File: src/rtl/mult_pkg.sv
// Shared types for the RV32M multiply front-end.
package mult_pkg;

    typedef enum logic [1:0] {
        MUL    = 2'b00,
        MULH   = 2'b01,
        MULHSU = 2'b10,
        MULHU  = 2'b11
    } mul_op_e;

    typedef enum logic [1:0] {
        StIdle   = 2'b00,
        StSettle = 2'b01,
        StFix    = 2'b10,
        StDone   = 2'b11
    } mult_state_e;

    localparam int unsigned MULT_LAT_DEF = 2;

endpackage

File: src/rtl/wall_tree.sv
// Combinational signed 32x32 -> 64 multiplier array; needs several cycles to settle.
module wall_tree (
    input  logic [31:0] a,
    input  logic [31:0] b,
    output logic [63:0] f
);

    logic signed [63:0] a_ext;
    logic signed [63:0] b_ext;

    assign a_ext = {{32{a[31]}}, a};
    assign b_ext = {{32{b[31]}}, b};
    assign f     = a_ext * b_ext;

endmodule

File: src/rtl/mult_unit.sv
// RV32M multiply front-end: one op in flight through a multi-cycle signed wall_tree,
// with unsigned high-word correction applied after the product settles.
module mult_unit
    import mult_pkg::*;
#(
    parameter int unsigned MULT_LAT = MULT_LAT_DEF,
    parameter int unsigned TAG_W    = 5
) (
    input  logic             clk,
    input  logic             rst_n,
    input  logic             req_valid,
    output logic             req_ready,
    input  logic [1:0]       req_op,
    input  logic [31:0]      req_a,
    input  logic [31:0]      req_b,
    input  logic [TAG_W-1:0] req_tag,
    input  logic             flush,
    output logic             resp_valid,
    input  logic             resp_ready,
    output logic [31:0]      resp_data,
    output logic [TAG_W-1:0] resp_tag,
    output logic             busy
);

    localparam int unsigned CntW = (MULT_LAT > 1) ? $clog2(MULT_LAT) : 1;

    mult_state_e      state_q, state_d;
    logic [CntW-1:0]  cnt_q, cnt_d;
    logic [31:0]      a_q, b_q;
    mul_op_e          op_q;
    logic [TAG_W-1:0] tag_q;
    logic [63:0]      prod_q;
    logic [63:0]      tree_f;
    logic             resp_valid_q;
    logic [31:0]      resp_data_q;
    logic [TAG_W-1:0] resp_tag_q;

    logic             accept, capture, load_resp, clear_resp;
    logic [31:0]      hi, corr_b, corr_a, result;

    wall_tree u_wall_tree (
        .a (a_q),
        .b (b_q),
        .f (tree_f)
    );

    // Flush overrides every state, including a request arriving in the same cycle.
    always_comb begin
        state_d    = state_q;
        cnt_d      = cnt_q;
        accept     = 1'b0;
        capture    = 1'b0;
        load_resp  = 1'b0;
        clear_resp = 1'b0;
        if (flush) begin
            state_d    = StIdle;
            clear_resp = 1'b1;
        end else begin
            unique case (state_q)
                StIdle: begin
                    if (req_valid) begin
                        accept  = 1'b1;
                        cnt_d   = CntW'(MULT_LAT - 1);
                        state_d = StSettle;
                    end
                end
                StSettle: begin
                    if (cnt_q == '0) begin
                        capture = 1'b1;
                        state_d = StFix;
                    end else begin
                        cnt_d = cnt_q - 1'b1;
                    end
                end
                StFix: begin
                    load_resp = 1'b1;
                    state_d   = StDone;
                end
                StDone: begin
                    if (resp_ready) begin
                        clear_resp = 1'b1;
                        state_d    = StIdle;
                    end
                end
                default: state_d = StIdle;
            endcase
        end
    end

    // Signed product plus 2^32-weighted corrections turns it into the su/uu high word.
    always_comb begin
        hi     = prod_q[63:32];
        corr_b = b_q[31] ? a_q : 32'd0;
        corr_a = a_q[31] ? b_q : 32'd0;
        result = prod_q[31:0];
        unique case (op_q)
            MUL:     result = prod_q[31:0];
            MULH:    result = hi;
            MULHSU:  result = hi + corr_b;
            MULHU:   result = hi + corr_b + corr_a;
            default: result = prod_q[31:0];
        endcase
    end

    always_ff @(posedge clk or negedge rst_n) begin
        if (!rst_n) begin
            state_q <= StIdle;
            cnt_q   <= '0;
        end else begin
            state_q <= state_d;
            cnt_q   <= cnt_d;
        end
    end

    always_ff @(posedge clk or negedge rst_n) begin
        if (!rst_n) begin
            a_q          <= '0;
            b_q          <= '0;
            op_q         <= MUL;
            tag_q        <= '0;
            prod_q       <= '0;
            resp_valid_q <= 1'b0;
            resp_data_q  <= '0;
            resp_tag_q   <= '0;
        end else begin
            if (accept) begin
                a_q   <= req_a;
                b_q   <= req_b;
                op_q  <= mul_op_e'(req_op);
                tag_q <= req_tag;
            end
            if (capture) begin
                prod_q <= tree_f;
            end
            if (load_resp) begin
                resp_valid_q <= 1'b1;
                resp_data_q  <= result;
                resp_tag_q   <= tag_q;
            end else if (clear_resp) begin
                resp_valid_q <= 1'b0;
            end
        end
    end

    assign req_ready  = (state_q == StIdle);
    assign busy       = (state_q != StIdle);
    assign resp_valid = resp_valid_q;
    assign resp_data  = resp_data_q;
    assign resp_tag   = resp_tag_q;

endmodule

File: config.mk
export PLATFORM = sky130hd
export DESIGN_NAME = mult_unit
export DESIGN_NICKNAME = d
export VERILOG_FILES = /design/src/rtl/mult_pkg.sv /design/src/rtl/wall_tree.sv /design/src/rtl/mult_unit.sv
export SDC_FILE = /design/constraint.sdc
export NUM_CORES = 2
export LEC_CHECK = 0
export ABC_AREA = 1
export BUFFER_PORTS_ARGS = -buffer_cell sky130_fd_sc_hd__buf_2
export CORE_UTILIZATION = 45
export CTS_BUF_LIST = sky130_fd_sc_hd__clkbuf_4
export DETAILED_ROUTE_END_ITERATION = 10
export GPL_TIMING_DRIVEN = 0
export SLEW_MARGIN = 0
export SYNTH_ARGS = -nofsm -noshare
export SYNTH_HDL_FRONTEND = slang
export SYNTH_SLANG_ARGS = --single-unit
File: constraint.sdc
create_clock -name clk -period 7.2 [get_ports clk]
set_clock_uncertainty 0.2 [all_clocks]
set_input_delay 0.72 -clock clk [delete_from_list [all_inputs] [get_ports clk]]
set_output_delay 0.72 -clock clk [all_outputs]
set_load 0.02 [all_outputs]
==> out/metrics.sh <==
OUTCOME='finished, violations left'
VIOLATIONS='setup timing'
PLACE_CONGESTION=1.06
SYNTH-WARNING-COUNT=0
CP_MAX_FO=6
FINALCRITPERIODSHARE=1.07
MAXCAPVIOLATIONS=0
VIAS_IN_THE_FIRST_GLOBAL_ROUTE=46545
FRACTION_OF_THE_MAPPED_NETLIST_AREA_IN_COMPOUND_GATES=0.0481
IO-PIN-COUNT=116
TRITONCTS_CLOCK_TREE='done'
CTS-HTREE-LEVELS=4
MAX_SLEW.WORST_PIN.SLEW_NS=1.21
MIN-DELAY-PATH-CLASS='input port to async pin'
WORST_SKEW_PAIR.LATE_LATENCY_NS=0.87
SYNTH-ASYNC-RESET-RATIO=1.00
SLOWEST_DELAY_NS=0.64
SYNTH_ENABLE_FLOP_CELLS=0
GLOBALROUTEMET1UTIL=0.491
SLEW_LIMIT_HEADROOM=0.188
POSTROUTEANTENNANETS=0
SETUP_WS_NS=-0.539
POST_SYNTHESIS_NET_COUNT=7774
SYNTH_SEQ_CELLS=176
HOLD_VIOL=0
DPL-INSTANCE-AREA_UM2=52400
LAYOUT.NETS=8282
DIE_HEIGHT_UM=334
ADDER_CELL_SHARE_OF_THE_SYNTHESIZED_AREA=0.499
MAX_FREQ_MHz=129
ROUTE.FINAL.WIRE_LENGTH_UM=221000
CTS_BUFFER_DEPTH=2
CRIT_SLOWEST_CELL='fa_2'
DP_SLACK_NS=-2.07
SYNTH_SEQUENTIAL_AREA_RATIO=0.0886
CTS_MADE_BUFFERS=17
POST_SYNTH_MUX_AREA_SHARE=0.0152
YOSYS-TOP-CELLS-AREA='fa_1 44%, inv_1 13%, nand2_1 12%, dfrtp_1 8.9%, ha_1 6.3%'
GR-TOTAL-OVERFLOW=0
LAYOUT.CELLS.MOST_COMMON='inv_1'
RSZ_0062_RAISED_AFTER_GLOBAL_ROUTING='yes'
TIMING.CRITICAL_PATH.TO_TYPE='flop'
NETLIST_AREA_UM2=49700
TIMING.CRITICAL_PATH.MAX_DELAY_FAMILY='adder cells'
FINAL_MAX_SLEW_VIOL_COUNT=0
AREA_GROWTH_SYN_TO_LAYOUT_PCT=24.1
GLOBAL_ROUTE.USAGE.TOTAL=0.401
CORE.ROWCOUNT=121
INITIAL_CORE_UTIL=0.456
DETAILROUTE.VIA_COUNT=45268
PLACEMENT.IO_BUFFERS=115
CTS_ROOT_BUFFER='clkbuf_4'
FINAL_LAYOUT_SIZE_SUFFIX_GT1_FRAC=0.230
DIE-WIDTH_UM=334
SYNTH_CELL_TYPE_COUNT=54
POST-ROUTE-DRC-COUNT=0
GRT-BUSIEST-LAYER='met2'
SYNTH_FLOP_TYPE='dfrtp_1'
SETUP_TNS_NS=-11.83
GRT_ANTENNA_BEFORE_REPAIR=11
FILLERINSTANCES=10158
SYNTH_LARGEST_AREA_CELL='fa_1'
FINAL_DESIGN_AREA_NO_FILL_UM2=61700
YOSYS.AREA_SHARE.XOR_XNOR=0.00933
POST_SYNTH_INST_COUNT=6364
GRT.MET2_USAGE=0.630
CLKSINKCOUNT=176
CRIT_PATH_START_KIND='flop'
DIE_AREA_UM2=112000
FIRSTDRTPASSITERS=8
GRT_MAX_DEGREE=104
TIMING.FINAL.CRIT_PERIOD_NS=7.74
DRT-INITIAL-DRC-COUNT=4244
PATH_BUF_INV=12
TIMING.CRITICAL_PATH.ARRIVAL_NS=8.32
PLACEDCELLCOUNT=7956
GRT.MET3_USAGE=0.113
FLOORPLAN.CORE_AREA_UM2=109000
CRIT_TYPE='flop to flop'
WORST_PATH_REQUIRED_NS=7.78
YOSYS.AREA_SHARE.SIMPLE=0.185
HPWLAFTERDP_UM=180000
SYNTH_TOP_FAMILY_BY_AREA='adder cells'
AVGVIACOUNTPERCELL=5.41
TIMING.CRITICAL_PATH.MODE_CELL='fa_1'
FINALSETUPVIOLCOUNT=42
PATH_CLK_SLEW_NS=0.27
FINAL_CELL_MIX='1,616 x inv_1, 1,549 x nand2_1, 999 x fa_1'
DRT-WIRELENGTH-PER-CELL_UM=26.4
SYN_AREA_PER_CELL_UM2=7.81
FINALNONFILLERCELLS=8374
SYNTH_TOP_AREA_SHARE=0.436
FIRST_PASS_GRT_WIRE_LENGTH_UM=317000
## flip-flops by register name (all words and copies together) (netlist names)
register,cells
a_q,32
b_q,32
cnt_q,1
op_q,2
prod_q,64
resp_data,32
resp_tag,5
resp_valid,1
state_q,2
tag_q,5
## synth_stat cells (7+ instances only)
cell type / count
dfrtp_1: 176
buf_2: 8
nor3_1: 20
nand4_1: 39
a21o_1: 13
xnor2_1: 27
a21boi_0: 7
and2_1: 11
clkbuf_1: 282
inv_1: 1741
nand2_2: 14
or2_1: 15
nand2_1: 1653
nand3_1: 170
buf_1: 7
fa_1: 1084
o21ai_0: 138
o211ai_1: 10
o21bai_1: 22
or2_2: 19
a21oi_1: 179
xor2_1: 26
nand3b_1: 18
nor2_1: 284
mux2_2: 67
ha_1: 250
o21ai_1: 14
## routing by layer
| metal | part of all wire | vias to the layer above | routed length (µm) |
|---|---|---|---|
| met5 | 0.00051 | - | 113 |
| met4 | 0.078 | 6 | 17200 |
| met3 | 0.11 | 711 | 24100 |
| met2 | 0.45 | 2531 | 98600 |
| met1 | 0.37 | 22702 | 80600 |
| li1 | - | 19318 | - |
## worst paths after layout
path | end | depth (start not counted) | slack (ns) | start
max in group asynchronous | a_q[5] | 3 | 5.37 | rst_n
max reg2reg | prod_q[59] | 31 | -0.54 | a_q[31]
max | prod_q[59] | 31 | -0.54 | a_q[31]
min reg2reg | resp_tag[2] | 2 | 0.31 | resp_tag[2]
min | a_q[27] | 2 | 0.18 | rst_n
min in group clk | resp_tag[2] | 2 | 0.31 | resp_tag[2]
## worst register-to-register path, delay by kind of cell, from the launching register on
kind / cells / cell delay [ns]
adders and majority gates: 9 / 4.63
and+or+nand+nor: 10 / 1.25
buffers and inverters: 12 / 1.19
DFF: 1 / 0.44
## cell families after synthesis
logic type	after synthesis
xor+xnor	53
flops	176
buf+inv	2045
mux	67
compound gates	420
fa+ha+maj	1334
simple gates	2269
## final cells by class
type / instances / area, µm² / share of cell area
multi-input cells: 4143 / 41300 / 0.669
diodes: 13 / 32.5 / 0.000527
well taps: 1476 / 1850 / 0.0299
inverters: 1748 / 6650 / 0.108
clock buffers: 17 / 128 / 0.00207
clock inverters: 15 / 215 / 0.00349
plain buffers: 228 / 2370 / 0.0385
repair buffers: 558 / 4690 / 0.0760
flip-flops and latches: 176 / 4500 / 0.0729
## per-stage QoR
step                utilization  hold slack [ns]
CTS                       0.547           0.0882
detailed placement        0.480            0.257
global placement          0.480            0.257
floorplan                     -            0.224
finish                    0.565            0.175
global route              0.565            0.196
## what timing repair did
action | CTS | global route
endpoints found under the hold margin | 151 | 0
cloned | 2 | 2
resized for setup | 1188 | 417
pin swaps | 266 | 298
endpoints found under the setup margin | 54 | 66
buffers inserted | 276 | 90
hold buffers | 76 | 0
Power is not shown: default switching activity piles up to over one toggle a cycle in this logic, so the estimate is an artifact.
